[src/rtl/lcd_pkg.sv]
// Shared types and derived-timing helpers for the LCD frame generator.
// Imported by the frame counter and by the top level.
package lcd_pkg;

    typedef enum logic {
        MODE_ALT_BLANK = 1'b0,
        MODE_INV_DATA  = 1'b1
    } lcdMode_t;

    typedef enum logic {
        IDLE = 1'b0,
        RUN  = 1'b1
    } lcdState_t;

    function automatic int calcDataEnd(input int lines, input int wordsPerLine,
                                       input int lineBlank);
        return lines * (wordsPerLine + lineBlank);
    endfunction

    function automatic int calcFrameEnd(input int lines, input int wordsPerLine,
                                        input int lineBlank, input int backPorch);
        return calcDataEnd(lines, wordsPerLine, lineBlank) + backPorch;
    endfunction

    // Bits needed to hold 0..maxVal, never less than one.
    function automatic int cntWidth(input int maxVal);
        return (maxVal < 1) ? 1 : $clog2(maxVal + 1);
    endfunction

endpackage

[src/rtl/lcd_frame_counter.sv]
// Frame position, in-line position, line index and polarity counters.
// Advances on the falling edge while the generator runs; exposes region/wrap strobes.
module lcd_frame_counter
    import lcd_pkg::*;
#(
    parameter int LINES          = 1280,
    parameter int WORDS_PER_LINE = 40,
    parameter int LINE_BLANK     = 4,
    parameter int BACK_PORCH     = 24,
    localparam int LINE_LEN      = WORDS_PER_LINE + LINE_BLANK,
    localparam int DATA_END      = calcDataEnd(LINES, WORDS_PER_LINE, LINE_BLANK),
    localparam int FRAME_END     = calcFrameEnd(LINES, WORDS_PER_LINE, LINE_BLANK, BACK_PORCH),
    localparam int POS_W         = cntWidth(FRAME_END - 1),
    localparam int LP_W          = cntWidth(LINE_LEN - 1),
    localparam int LINE_W        = cntWidth(LINES)
) (
    input  logic              clock,
    input  logic              reset,
    input  logic              advance,
    output logic [POS_W-1:0]  pos,
    output logic [LP_W-1:0]   linePos,
    output logic [LINE_W-1:0] line,
    output logic              polarity,
    output logic              inData,
    output logic              frameEnd
);

    logic lineEnd;

    assign inData   = int'(pos) < DATA_END;
    assign lineEnd  = int'(linePos) == LINE_LEN - 1;
    assign frameEnd = int'(pos) == FRAME_END - 1;

    // NOTE: all state here is sequential, so only non-blocking assignments are used;
    // the falling edge is the active edge so the panel sees stable values on its rising edge.
    always_ff @(negedge clock or posedge reset) begin
        if (reset) begin
            pos      <= '0;
            linePos  <= '0;
            line     <= '0;
            polarity <= 1'b0;
        end else if (advance) begin
            if (frameEnd) begin
                pos      <= '0;
                linePos  <= '0;
                line     <= '0;
                polarity <= ~polarity;
            end else begin
                pos <= pos + POS_W'(1);
                // Line counting stops at LINES once the back porch begins.
                if (inData) begin
                    if (lineEnd) begin
                        linePos <= '0;
                        line    <= line + LINE_W'(1);
                    end else begin
                        linePos <= linePos + LP_W'(1);
                    end
                end
            end
        end
    end

endmodule

[src/rtl/lcd_frame_gen.sv]
// Parallel LCD frame sequencer: panel timing, DC-balance inversion and an
// upstream ready/valid pixel pull. Outputs launch on the falling edge of i_clock.
module lcd_frame_gen
    import lcd_pkg::*;
#(
    parameter int DATA_WIDTH     = 32,
    parameter int LINES          = 1280,
    parameter int WORDS_PER_LINE = 40,
    parameter int LINE_BLANK     = 4,
    parameter int BACK_PORCH     = 24,
    parameter int UPDATE_CLKS    = 48,
    parameter int INVERT_LEAD    = 72
) (
    input  logic                         i_clock,
    input  logic                         i_reset,
    input  logic                         i_enable,
    input  logic                         i_mode,
    input  logic [DATA_WIDTH-1:0]        i_pixData,
    input  logic                         i_pixValid,
    output logic                         o_pixReady,
    input  logic                         i_clearUnderflow,
    output logic [DATA_WIDTH-1:0]        o_data,
    output logic                         o_valid,
    output logic                         o_update,
    output logic                         o_invert,
    output logic                         o_frameStart,
    output logic [$clog2(LINES+1)-1:0]   o_line,
    output logic                         o_underflow,
    output logic                         o_busy
);

    localparam int LINE_LEN  = WORDS_PER_LINE + LINE_BLANK;
    localparam int DATA_END  = calcDataEnd(LINES, WORDS_PER_LINE, LINE_BLANK);
    localparam int FRAME_END = calcFrameEnd(LINES, WORDS_PER_LINE, LINE_BLANK, BACK_PORCH);
    localparam int POS_W     = cntWidth(FRAME_END - 1);
    localparam int LP_W      = cntWidth(LINE_LEN - 1);
    localparam int LINE_W    = $clog2(LINES + 1);

    lcdState_t             state, stateNext;
    lcdMode_t              frameMode, curMode;
    logic [POS_W-1:0]      pos;
    logic [LP_W-1:0]       linePos;
    logic [LINE_W-1:0]     line;
    logic                  polarity, inData, frameEnd;

    logic                  dataFrame, dataSlot, slotReady, stopReq, flipData;
    logic [DATA_WIDTH-1:0] dataNext;
    logic                  validNext, updateNext, invertNext, frameStartNext;
    logic [LINE_W-1:0]     lineNext;

    lcd_frame_counter #(
        .LINES          (LINES),
        .WORDS_PER_LINE (WORDS_PER_LINE),
        .LINE_BLANK     (LINE_BLANK),
        .BACK_PORCH     (BACK_PORCH)
    ) u_counter (
        .clock    (i_clock),
        .reset    (i_reset),
        .advance  (state == RUN),
        .pos      (pos),
        .linePos  (linePos),
        .line     (line),
        .polarity (polarity),
        .inData   (inData),
        .frameEnd (frameEnd)
    );

    // The counters already point at the slot the next falling edge will emit,
    // so ready is decoded here and the word is captured on that same edge.
    assign o_pixReady = slotReady;
    assign o_busy     = (state == RUN);

    always_comb begin
        stateNext      = state;
        curMode        = (pos == '0) ? lcdMode_t'(i_mode) : frameMode;
        dataFrame      = (curMode == MODE_INV_DATA) || !polarity;
        dataSlot       = inData && (int'(linePos) < WORDS_PER_LINE);
        slotReady      = (state == RUN) && dataFrame && dataSlot;
        flipData       = (curMode == MODE_INV_DATA) && polarity;
        // Mode 0 only stops after the blank inverted frame, keeping the DC-balance pair whole.
        stopReq        = frameEnd && !i_enable && ((curMode == MODE_INV_DATA) || polarity);
        dataNext       = '0;
        validNext      = 1'b0;
        updateNext     = 1'b0;
        invertNext     = 1'b0;
        frameStartNext = 1'b0;
        lineNext       = '0;

        case (state)
            IDLE: begin
                if (i_enable) stateNext = RUN;
            end
            RUN: begin
                if (stopReq) stateNext = IDLE;
                validNext      = slotReady;
                if (slotReady && i_pixValid)
                    dataNext = flipData ? ~i_pixData : i_pixData;
                updateNext     = int'(pos) < UPDATE_CLKS;
                invertNext     = (!polarity && (int'(pos) < INVERT_LEAD)) ||
                                 ( polarity && (int'(pos) >= DATA_END));
                frameStartNext = (pos == '0);
                lineNext       = line;
            end
            default: stateNext = IDLE;
        endcase
    end

    always_ff @(negedge i_clock or posedge i_reset) begin
        if (i_reset) begin
            state        <= IDLE;
            frameMode    <= MODE_ALT_BLANK;
            o_data       <= '0;
            o_valid      <= 1'b0;
            o_update     <= 1'b0;
            o_invert     <= 1'b0;
            o_frameStart <= 1'b0;
            o_line       <= '0;
            o_underflow  <= 1'b0;
        end else begin
            state        <= stateNext;
            if (state == RUN && pos == '0)
                frameMode <= curMode;
            o_data       <= dataNext;
            o_valid      <= validNext;
            o_update     <= updateNext;
            o_invert     <= invertNext;
            o_frameStart <= frameStartNext;
            o_line       <= lineNext;
            // A missing word wins over a same-cycle clear so no underflow is lost.
            if (slotReady && !i_pixValid)
                o_underflow <= 1'b1;
            else if (i_clearUnderflow)
                o_underflow <= 1'b0;
        end
    end

endmodule
[config.mk]
export PLATFORM = sky130hd
export DESIGN_NAME = lcd_frame_gen
export DESIGN_NICKNAME = d
export VERILOG_FILES = /design/src/rtl/lcd_pkg.sv /design/src/rtl/lcd_frame_counter.sv /design/src/rtl/lcd_frame_gen.sv
export SDC_FILE = /design/constraint.sdc
export NUM_CORES = 1
export LEC_CHECK = 0
export CAP_MARGIN = 20
export CORE_MARGIN = 4
export CORE_UTILIZATION = 50
export DETAILED_ROUTE_END_ITERATION = 8
export GPL_TIMING_DRIVEN = 1
export PLACE_DENSITY = 0.79
export SETUP_SLACK_MARGIN = 0.02
export SKIP_LAST_GASP = 1
export SYNTH_ARGS = -nofsm -noshare
export SYNTH_HDL_FRONTEND = slang
export SYNTH_SLANG_ARGS = --single-unit
[constraint.sdc]
create_clock -name i_clock -period 3.6 [get_ports i_clock]
set_input_delay 0.72 -clock i_clock [delete_from_list [all_inputs] [get_ports i_clock]]
set_output_delay 0.72 -clock i_clock [all_outputs]
set_load 0.005 [all_outputs]
Yosys cells after proc, flatten, opt, wreduce, memory -nomap -nowiden
Cells that the tools add are included.
Cells by class
  $add $sub $neg: 3
  $lt $le $gt $ge: 5
  equal/unequal tests: 2
  mux-type cells: 21
  bitwise operators: 3
  reductions and logical operators: 24
Operators by type and width (count)
  2-to-1 mux 32 bit: 3
  2-to-1 mux 11 bit: 4
  inverter 32 bit: 1
  2-to-1 mux 6 bit: 3
  adder 16 x 1 -> 16 bit, second input constant: 1
  equality test 16 x 15 -> 1 bit, second input constant: 1
  >= comparator 16 bit, second input constant: 1
  logical NOT 16 bit: 1
  < comparator 16 bit, second input constant: 1
  < comparator 16 x 6 -> 1 bit, second input constant: 1
  < comparator 16 x 7 -> 1 bit, second input constant: 1
  2-to-1 mux 16 bit: 1
  adder 11 x 1 -> 11 bit, second input constant: 1
  logical AND 1 bit: 11
  2-to-1 mux 1 bit: 9
  adder 6 x 1 -> 6 bit, second input constant: 1
  equality test 6 bit, second input constant: 1
  < comparator 6 bit, second input constant: 1
  nonzero test 2 bit: 3
  AND reduction 2 bit: 2
  logical NOT 1 bit: 3
  logical OR 1 bit: 3
  AND reduction 3 bit: 1
  inverter 1 bit: 2
  one-hot mux 1 bit (2 select lines): 1
Word-level totals
  register bits after elaboration: 84
  word-level logic and storage cells: 71

Logic depth before layout (Yosys ltp)
Gate-level depths: netlist (run 1).
  word-level depth: 8
  mapped depth: 9
  gate-level depth less buffers: 7

Hierarchy
From an unflattened synthesis (run 1), not the netlist that was laid out.
Second synthesis, totals
  cells, all modules: 385
  area, all modules: 3965.1 um^2
Modules (own cells, without submodules)
  lcd_frame_gen: instances 1, cells each 204, area an instance 2179.6 um^2
  lcd_frame_counter: instances 1, cells each 181, area an instance 1785.5 um^2

==> results of run 1 <==
[critical path, cell delays in order (launching register included)]
cell	delay (ps)
sky130_fd_sc_hd__dfrtn_1	380
sky130_fd_sc_hd__inv_2	90
sky130_fd_sc_hd__ha_4	140
sky130_fd_sc_hd__nor4b_4	230
sky130_fd_sc_hd__nand4_1	160
sky130_fd_sc_hd__a21o_1	220
sky130_fd_sc_hd__o211a_1	250
sky130_fd_sc_hd__buf_2	140
[sequential cells by signal, indices dropped and copies added (netlist names)]
signal	flops
u_counter.polarity	1
o_data	32
o_frameStart	1
u_counter.linePos	6
u_counter.pos	16
o_invert	1
o_line	11
o_valid	1
o_underflow	1
u_counter.line	11
o_update	1
o_busy	1
frameMode	1
[worst paths after layout]
| kind | startpoint | to | slack (ps) | cells after the start |
|---|---|---|---|---|
| min in group asynchronous | i_reset | o_line[4]$_DFF_NP0_ | 2470 | 3 |
| max in group asynchronous | i_reset | o_data[4]$_DFF_NP0_ | 810 | 3 |
| min | u_counter.line[9]$_DFFE_NP0P_ | o_line[9]$_DFF_NP0_ | 430 | 1 |
| max | u_counter.pos[1]$_DFFE_NP0P_ | o_pixReady | -870 | 7 |
| min reg2reg | u_counter.line[9]$_DFFE_NP0P_ | o_line[9]$_DFF_NP0_ | 430 | 1 |
| max reg2reg | u_counter.pos[1]$_DFFE_NP0P_ | u_counter.line[0]$_DFFE_NP0P_ | 1060 | 8 |
[cells in the final DEF (no fill, tap or decap), types with 4 or more instances in the layout]
cell	count
sky130_fd_sc_hd__and3_1	5
sky130_fd_sc_hd__dlygate4sd2_1	48
sky130_fd_sc_hd__buf_6	4
sky130_fd_sc_hd__nor2_1	23
sky130_fd_sc_hd__nand3b_1	32
sky130_fd_sc_hd__clkbuf_8	9
sky130_fd_sc_hd__nor4_1	5
sky130_fd_sc_hd__and2_1	12
sky130_fd_sc_hd__xnor2_1	16
sky130_fd_sc_hd__nor3_1	8
sky130_fd_sc_hd__o21ai_1	4
sky130_fd_sc_hd__nand4_1	10
sky130_fd_sc_hd__buf_4	39
sky130_fd_sc_hd__a21oi_1	35
sky130_fd_sc_hd__or3_1	4
sky130_fd_sc_hd__nand2_1	50
sky130_fd_sc_hd__xor2_1	5
sky130_fd_sc_hd__clkdlybuf4s50_1	36
sky130_fd_sc_hd__dfrtn_1	84
sky130_fd_sc_hd__inv_1	8
sky130_fd_sc_hd__nand3_1	13
[stage by stage]
step	utilization [%]	cell area, µm²
2_1_floorplan	-	3946
3_3_place_gp	66.50	5112
3_5_place_dp	66.50	5112
4_1_cts	69.16	5316
5_1_grt	69.58	5349
6_report	69.58	5349
[repair_timing]
| item | in CTS | in global routing |
|---|---|---|
| endpoints found under the setup margin | 85 | 4 |
| buffers inserted | 5 | 3 |
| resized for setup | 63 | 5 |
| pin swaps | 4 | 4 |
[area by class of cell]
cell class	instances	area, µm²
clock inverter	7	97.59
fill	582	2338
multi-input combinational	265	1665
tap	102	127.6
clock buffer	9	123.9
inverter	12	48.80
sequential	84	2102
timing repair buffer	131	1184
[logic make-up (layout without fill, tap and decap cells)]
| family | count (synthesis) | in the layout | synth area share, % |
|---|---|---|---|
| xor gates and xnor gates | 21 | 21 | 4.678 |
| buffers and inverters | 42 | 159 | 5.092 |
| DFF | 84 | 84 | 53.47 |
| AOI/OAI and AO/OA | 60 | 60 | 8.975 |
| and+or+nand+nor | 176 | 176 | 25.43 |
| adders and majority gates | 4 | 4 | 1.273 |
| muxes | 4 | 4 | 1.082 |
[report_power, final]
part,total [W],internal [W],switching [W]
combinational,0.000820,0.000410,0.000410
clock,0.000752,0.000394,0.000358
sequential,0.00121,0.00111,0.000103
[metal layers]
metal	track usage [%]	up-vias
li1	-	1561
met1	25.23	1633
met2	35.19	80
met3	5.047	17
met4	7.451	0
met5	0	-
[synthesized netlist by cell type, drive strengths merged (7+ instances only)]
cell,instances,area (µm²)
xnor2,16,140.1
nor2,23,86.33
and2,12,75.07
dfrtn,84,2102
nand4,10,62.56
nor4,8,86.33
o21ai,7,35.03
nand3,14,75.07
inv,12,45.04
clkbuf,14,53.80
nand3b,32,240.2
nand2,50,187.7
buf,16,101.3
nor3,8,40.04
a21oi,35,175.2
==> impl_table.tex, run 1 <==
\begin{tabular}{lr}
\hline
Metric & Value \\
\hline
\multicolumn{2}{l}{\textbf{Run status}} \\
\quad Run status & finished with violations \\
\quad Violated checks & negative setup slack \\
\multicolumn{2}{l}{\textbf{STA}} \\
\quad RSZ-0062 raised after global routing & true \\
\quad Sum of negative setup slack & -867.3 ps \\
\quad Worst hold margin & 430.0 ps \\
\quad Pin slew with the least headroom to its limit & 822.4 ps \\
\quad Final-report hold violation count & 0 \\
\quad Worst-case headroom to the max-slew limit & 44.81\% \\
\quad Final setup margin & -867.3 ps \\
\quad Final slew viol count & 0 \\
\quad Setup Viol. Count Final & 1 \\
\quad Clock Skews & 10.94 ps \\
\multicolumn{2}{l}{\textbf{Global route}} \\
\quad Global-route wire length before repair & 15710 µm \\
\quad Pin count of the biggest net entering global routing & 54 \\
\quad Number of antenna violations at the first check in global routing & 0 \\
\quad Global route overflow & 0 \\
\quad Global router's overall resource usage & 20.56\% \\
\quad Via count of the first global-routing pass & 3268 \\
\multicolumn{2}{l}{\textbf{CTS}} \\
\quad Clk root buf & sky130\_fd\_sc\_hd\_\_clkbuf\_8 \\
\quad CTS tree & done \\
\quad CTS clock-pin slew for the worst setup and hold paths & 60 ps \\
\quad TritonCTS Buffers & 9 \\
\quad Clock Tree Buf Depth & 2 \\
\quad Number of H-tree levels & 3 \\
\quad Cts hold-fix bufs & 0 \\
\quad Clock latency on the worst-skew pair & 340 ps \\
\quad Clk sinks & 84 \\
\multicolumn{2}{l}{\textbf{Power and ir drop}} \\
\quad Total leakage power & 2.614 nW \\
\quad Max VDD drop & 0.4410 mV \\
\quad Total Power Consumption & 0.002785 W \\
\quad Power Density & 520.6 nW/µm² \\
\multicolumn{2}{l}{\textbf{Setup path}} \\
\quad Arrival time at the worst endpoint & 3750 ps \\
\quad Required arrival time at the worst endpoint & 2880 ps \\
\quad Kind of start point of the critical path & register \\
\quad Element type at the critical path end & output port \\
\quad Critical path type & reg2out \\
\quad Maximum fanout count along the critical path & 2 \\
\multicolumn{2}{l}{\textbf{Yosys}} \\
\quad Average cell area after synthesis & 10.05 µm² \\
\quad Number of enable flip-flop cells after synthesis & 0 \\
\quad Cell Area, Synth & 3931 µm² \\
\quad Share of synthesized registers carrying an async set or reset & 100.0\% \\
\quad Proportion of synthesized chip area in sequential cells & 53.47\% \\
\quad Post-Synthesis Cells & 391 \\
\quad Warnings, synthesis & 0 \\
\quad Number of library cell types mapped by synthesis & 49 \\
\quad Yosys reg bits & 84 \\
\quad Post-Synthesis Net Count & 433 \\
\quad Synth Flop Type & sky130\_fd\_sc\_hd\_\_dfrtn\_1 \\
\multicolumn{2}{l}{\textbf{Layout}} \\
\quad Count of inserted antenna diode cells & 0 \\
\quad Share of cells above drive strength 1 & 15.16\% \\
\quad Net count reported at finish & 545 \\
\quad Layout area overhead & 36.06\% \\
\quad Final Instance Count excl. Fillers & 610 \\
\multicolumn{2}{l}{\textbf{Flow run}} \\
\quad Max-cap violations & 0 \\
\multicolumn{2}{l}{\textbf{Placed design}} \\
\quad Final weighted congestion in routability-driven placement & 0.8206 \\
\quad Number of I/O port buffers & 87 \\
\quad Placed Cells & 588 \\
\quad Worst-case setup slack after placement & -754.2 ps \\
\quad Total half-perimeter wirelength after legalization and detailed placement & 6490 µm \\
\multicolumn{2}{l}{\textbf{Drt}} \\
\quad Drt first pass iters & 4 \\
\quad Number of vias per cell & 5.395 \\
\quad Final ANT Viol Nets & 0 \\
\quad Highest metal used & met4 \\
\quad Wl on met1 & 3925 µm \\
\quad Total number of vias & 3291 \\
\quad Routed length on met3 & 385 µm \\
\quad WL final & 9453 µm \\
\quad Residual DRC count & 0 \\
\quad Met2 Routed Length & 4943 µm \\
\quad Number of design-rule violations left by the first detailed-router iteration & 210 \\
\quad Routed WL per cell & 15.50 µm \\
\multicolumn{2}{l}{\textbf{Floorplanning}} \\
\quad Chip width & 96.67 µm \\
\quad Boundary Pins & 88 \\
\quad Vertical die dimension & 96.67 µm \\
\quad Total core area & 7687 µm² \\
\quad Effective utilization at floorplan & 51.14\% \\
\quad Die outline area & 9345 µm² \\
\quad Std cell rows & 32 \\
\multicolumn{2}{l}{\textbf{Hold path}} \\
\quad Hold WC Path Type & reg2reg \\
\hline
\end{tabular}
(Power assumes the default switching activity.)
==> inputs of run 2 (changes only) <==
--- a/config.mk
+++ b/config.mk
@@ -5,14 +5,16 @@
 export SDC_FILE = /design/constraint.sdc
 export NUM_CORES = 1
 export LEC_CHECK = 0
+export ABC_AREA = 1
 export CAP_MARGIN = 20
 export CORE_MARGIN = 4
-export CORE_UTILIZATION = 50
+export CORE_UTILIZATION = 52
 export DETAILED_ROUTE_END_ITERATION = 8
 export GPL_TIMING_DRIVEN = 1
-export PLACE_DENSITY = 0.79
+export PLACE_DENSITY = 0.8
 export SETUP_SLACK_MARGIN = 0.02
 export SKIP_LAST_GASP = 1
 export SYNTH_ARGS = -nofsm -noshare
 export SYNTH_HDL_FRONTEND = slang
+export SYNTH_HIERARCHICAL = 1
 export SYNTH_SLANG_ARGS = --single-unit
==> impl_table.tex, run 2 <==
\begin{tabular}{lr}
\hline
Metric & Value \\
\hline
\multicolumn{2}{l}{\textbf{Layout}} \\
\quad Count of inserted antenna diode cells & 0 (unchanged) \\
\quad Share of cells above drive strength 1 & 16.55\% (was 15.16\%) \\
\quad Largest regs & o\_data (32), u\_counter/pos (16) (was o\_data (32), u\_counter.pos (16)) \\
\quad Layout area overhead & 30.93\% (was 36.06\%) \\
\quad Flip-flop count of the largest register, all copies and words added & 32 (unchanged) \\
\quad Biggest register & o\_data (unchanged) \\
\quad Most common library cell in the layout ignoring fill and taps & sky130\_fd\_sc\_hd\_\_nand2\_1 (was sky130\_fd\_sc\_hd\_\_dfrtn\_1) \\
\quad Number of filler cells placed in the layout & 700 (was 582) \\
\quad Net count reported at finish & 773 (was 545) \\
\quad Final Instance Count excl. Fillers & 845 (was 610) \\
\quad Most frequent cells in the layout & 166 x sky130\_fd\_sc\_hd\_\_nand2\_1, 89 x sky130\_fd\_sc\_hd\_\_inv\_1, 89 x sky130\_fd\_sc\_hd\_\_nor2\_1, 84 x sky130\_fd\_sc\_hd\_\_dfrtn\_1, 62 x sky130\_fd\_sc\_hd\_\_nand3\_1 (was 84 x sky130\_fd\_sc\_hd\_\_dfrtn\_1, 50 x sky130\_fd\_sc\_hd\_\_nand2\_1, 48 x sky130\_fd\_sc\_hd\_\_dlygate4sd2\_1, 39 x sky130\_fd\_sc\_hd\_\_buf\_4, 36 x sky130\_fd\_sc\_hd\_\_clkdlybuf4s50\_1) \\
\multicolumn{2}{l}{\textbf{Drt}} \\
\quad Final ANT Viol Nets & 0 (unchanged) \\
\quad Residual DRC count & 0 (unchanged) \\
\quad WL final & 11350 µm (was 9453 µm) \\
\quad Number of design-rule violations left by the first detailed-router iteration & 222 (was 210) \\
\quad Total number of vias & 4235 (was 3291) \\
\quad Drt first pass iters & 5 (was 4) \\
\quad Routed WL per cell & 13.43 µm (was 15.50 µm) \\
\quad Number of vias per cell & 5.012 (was 5.395) \\
\multicolumn{2}{l}{\textbf{Setup path}} \\
\quad Cells along the critical path & nor2\_2 -> nand2\_2 -> nor2\_4 -> nand2\_2 -> nand2\_2 -> nand3\_2 -> nand2\_2 -> inv\_2 -> buf\_6 (was inv\_2 -> ha\_4 -> nor4b\_4 -> nand4\_1 -> a21o\_1 -> o211a\_1 -> buf\_2) \\
\quad Most frequent cell on the critical path & sky130\_fd\_sc\_hd\_\_nand2\_2 \\
\quad Maximum fanout count along the critical path & 3 (was 2) \\
\quad Critical path type & reg2out (unchanged) \\
\quad Required arrival time at the worst endpoint & 2880 ps (about the same) \\
\quad Kind of start point of the critical path & register (unchanged) \\
\quad Kind of cell adding the most delay to the critical path & simple AND/OR/NAND/NOR gates (was compound AO/OA/AOI/OAI gates) \\
\quad Longest individual stage delay on the worst path & 360 ps (was 380 ps) \\
\quad Element type at the critical path end & output port (unchanged) \\
\quad Slowest stage cell on the critical path & sky130\_fd\_sc\_hd\_\_dfrtn\_1 (unchanged) \\
\quad Buffers and inverters on the worst path & 2 (unchanged) \\
\quad Arrival time at the worst endpoint & 3360 ps (was 3750 ps) \\
\multicolumn{2}{l}{\textbf{Floorplanning}} \\
\quad Boundary Pins & 88 (unchanged) \\
\quad Std cell rows & 34 (was 32) \\
\quad Die outline area & 10430 µm² (was 9345 µm²) \\
\quad Vertical die dimension & 102.1 µm (was 96.67 µm) \\
\quad Chip width & 102.1 µm (was 96.67 µm) \\
\quad Effective utilization at floorplan & 53.09\% (was 51.14\%) \\
\quad Total core area & 8678 µm² (was 7687 µm²) \\
\multicolumn{2}{l}{\textbf{Power and ir drop}} \\
\quad Internal power contribution & 0.001949 W (was 0.001913 W) \\
\quad Logic gate share of total power & 38.1\% (was 29.4\%) \\
\quad Max VDD drop & 0.3071 mV (was 0.4410 mV) \\
\quad Clock power share & 21.1\% (was 27.0\%) \\
\quad Reported net switching power & 0.001057 W (was 0.0008713 W) \\
\quad Total leakage power & 3.420 nW (was 2.614 nW) \\
\quad Power Density & 498.3 nW/µm² (was 520.6 nW/µm²) \\
\quad Switching portion of total power & 35.17\% (was 31.29\%) \\
\quad Sequential power share & 40.7\% (was 43.5\%) \\
\multicolumn{2}{l}{\textbf{Yosys}} \\
\quad Post-Synthesis Net Count & 648 (was 433) \\
\quad Post-Synthesis Cells & 607 (was 391) \\
\quad Number of enable flip-flop cells after synthesis & 0 (unchanged) \\
\quad Average cell area after synthesis & 7.590 µm² (was 10.05 µm²) \\
\quad Share of synthesized registers carrying an async set or reset & 100.0\% (unchanged) \\
\quad Leading cell type by number of instances after synthesis & sky130\_fd\_sc\_hd\_\_nand2\_1 (was sky130\_fd\_sc\_hd\_\_dfrtn\_1) \\
\quad Number of library cell types mapped by synthesis & 35 (was 49) \\
\quad Commonest cells post-synth & 168 x sky130\_fd\_sc\_hd\_\_nand2\_1, 92 x sky130\_fd\_sc\_hd\_\_inv\_1, 90 x sky130\_fd\_sc\_hd\_\_nor2\_1 (was 84 x sky130\_fd\_sc\_hd\_\_dfrtn\_1, 50 x sky130\_fd\_sc\_hd\_\_nand2\_1, 35 x sky130\_fd\_sc\_hd\_\_a21oi\_1) \\
\quad Cell Area, Synth & 4607 µm² (was 3931 µm²) \\
\quad Largest area contributor in the netlist & sky130\_fd\_sc\_hd\_\_dfrtn\_1 (unchanged) \\
\quad Warnings, synthesis & 6 (was 0) \\
\quad Synth Flop Type & sky130\_fd\_sc\_hd\_\_dfrtn\_1 (unchanged) \\
\quad Proportion of synthesized chip area in sequential cells & 45.63\% (was 53.47\%) \\
\quad Yosys reg bits & 84 (unchanged) \\
\quad Yosys top cell area share & 45.63\% (was 53.47\%) \\
\quad Synth top area cells & sky130\_fd\_sc\_hd\_\_dfrtn\_1 46\%, sky130\_fd\_sc\_hd\_\_nand2\_1 14\%, sky130\_fd\_sc\_hd\_\_inv\_1 7.5\% (was sky130\_fd\_sc\_hd\_\_dfrtn\_1 53\%, sky130\_fd\_sc\_hd\_\_nand3b\_1 6.1\%, sky130\_fd\_sc\_hd\_\_nand2\_1 4.8\%) \\
\multicolumn{2}{l}{\textbf{CTS}} \\
\quad TritonCTS Buffers & 9 (unchanged) \\
\quad Clock Tree Buf Depth & 2 (unchanged) \\
\quad Clock latency on the worst-skew pair & 350 ps (was 340 ps) \\
\quad Number of H-tree levels & 3 (unchanged) \\
\quad CTS tree & done (unchanged) \\
\quad Clk root buf & sky130\_fd\_sc\_hd\_\_clkbuf\_8 (unchanged) \\
\quad Cts hold-fix bufs & 0 (unchanged) \\
\quad CTS clock-pin slew for the worst setup and hold paths & 60 ps (about the same) \\
\quad Clk sinks & 84 (unchanged) \\
\multicolumn{2}{l}{\textbf{STA}} \\
\quad Pin slew with the least headroom to its limit & 564.9 ps (was 822.4 ps) \\
\quad Clock Skews & 11.98 ps (was 10.94 ps) \\
\quad Setup Viol. Count Final & 1 (unchanged) \\
\quad Final slew viol count & 0 (unchanged) \\
\quad Final-report hold violation count & 0 (unchanged) \\
\quad Final setup margin & -484.5 ps (was -867.3 ps) \\
\quad Worst-case headroom to the max-slew limit & 62.24\% (was 44.81\%) \\
\quad RSZ-0062 raised after global routing & true (unchanged) \\
\multicolumn{2}{l}{\textbf{Global route}} \\
\quad Global-route wire length before repair & 18030 µm (was 15710 µm) \\
\quad Global router's overall resource usage & 21.95\% (was 20.56\%) \\
\quad Global route overflow & 0 (unchanged) \\
\quad Via count of the first global-routing pass & 3921 (was 3268) \\
\quad Pin count of the biggest net entering global routing & 51 (was 54) \\
\quad Number of antenna violations at the first check in global routing & 0 (unchanged) \\
\multicolumn{2}{l}{\textbf{Placed design}} \\
\quad Number of I/O port buffers & 87 (unchanged) \\
\quad Placed Cells & 826 (was 588) \\
\quad Worst-case setup slack after placement & -514.0 ps (was -754.2 ps) \\
\quad Final weighted congestion in routability-driven placement & 0.8696 (was 0.8206) \\
\quad Total half-perimeter wirelength after legalization and detailed placement & 7965 µm (was 6490 µm) \\
\multicolumn{2}{l}{\textbf{Run status}} \\
\quad Violated checks & negative setup slack (unchanged) \\
\quad Run status & finished with violations (unchanged) \\
\multicolumn{2}{l}{\textbf{Hold path}} \\
\quad Hold WC Path Type & reg2reg (unchanged) \\
\multicolumn{2}{l}{\textbf{Flow run}} \\
\quad Max-cap violations & 0 (unchanged) \\
\hline
\end{tabular}
[run 2: what timing repair did]
item,CTS,global route
pin swaps,4,3
setup endpoints to repair,63,2
gates resized for setup,63,1
hold endpoints to repair,0,0
buffers inserted,1,1
cloned,1,0
[run 2: routing by layer]
layer  vias up  routed length, µm  track usage (%)
li1       2094                  -                -
met4         0                 89            6.963
met2       179               5586            37.28
met1      1954               4712            28.40
met5         -                  0                0
met3         8                958            4.232
[run 2: path summary, 6_finish.rpt]
kind                                                start                       endpoint  slack (ps)  cells past startpoint
hold / removal             u_counter/line[10]$_DFFE_NP0P_           o_line[10]$_DFF_NP0_         460                      2
setup / recovery             u_counter/pos[6]$_DFFE_NP0P_                     o_pixReady        -480                      9
setup reg to reg                         o_busy$_DFF_NP0_  u_counter/pos[13]$_DFFE_NP0P_        1570                      9
max in group asynchronous                         i_reset             o_update$_DFF_NP0_         820                      3
hold reg to reg            u_counter/line[10]$_DFFE_NP0P_           o_line[10]$_DFF_NP0_         460                      2
min in group asynchronous                         i_reset               o_busy$_DFF_NP0_        2480                      3
[run 2: cells by family (layout without fill, tap and decap cells)]
group / Yosys count / in the layout / share of synthesized area (%)
fa+ha+maj: 3 / 3 / 0.8149
buf+inv: 115 / 245 / 11.43
flops: 84 / 84 / 45.63
simple gates: 371 / 371 / 36.61
compound gates: 22 / 22 / 3.232
xor+xnor: 12 / 12 / 2.281
[run 2: power groups by stage]
stage | registers, W | clock network, W | logic (W)
floorplan | 0.00127 | 0 | 0.000586
global placement | 0.00124 | 0 | 0.00108
detailed placement | 0.00125 | 0 | 0.00112
CTS | 0.00123 | 0.000648 | 0.00114
global route | 0.00125 | 0.000689 | 0.00126
finish | 0.00122 | 0.000635 | 0.00115
[run 2: through the flow]
step	instance area (µm²)	TNS (ps)	hold WS, ps	power, W	util (%)
after global placement	5854	-10680	460.7	0.002323	67.46
after global routing	6032	-574.6	476.3	0.003194	69.51
after CTS	6023	-490.5	462.7	0.003014	69.41
after floorplan	4626	-71.63	399.8	0.001860	-
after detailed placement	5854	-11630	459.5	0.002371	67.46
final	6032	-484.5	459.8	0.003006	69.51
[run 2: layout make-up]
| type | count | area [µm²] | area share (%) |
|---|---|---|---|
| multi-input combinational | 408 | 1998 | 33.13 |
| inverter | 95 | 360.3 | 5.974 |
| clock inverter | 7 | 57.56 | 0.9542 |
| timing repair buffer | 134 | 1255 | 20.80 |
| tap | 108 | 135.1 | 2.240 |
| sequential | 84 | 2102 | 34.85 |
| clock buffer | 9 | 123.9 | 2.054 |
[run 2: tightest hold or removal path, stage by stage, from the launching register on]
cell	delay, ps
sky130_fd_sc_hd__dfrtn_1	450
sky130_fd_sc_hd__nand2_1	60
sky130_fd_sc_hd__inv_1	40
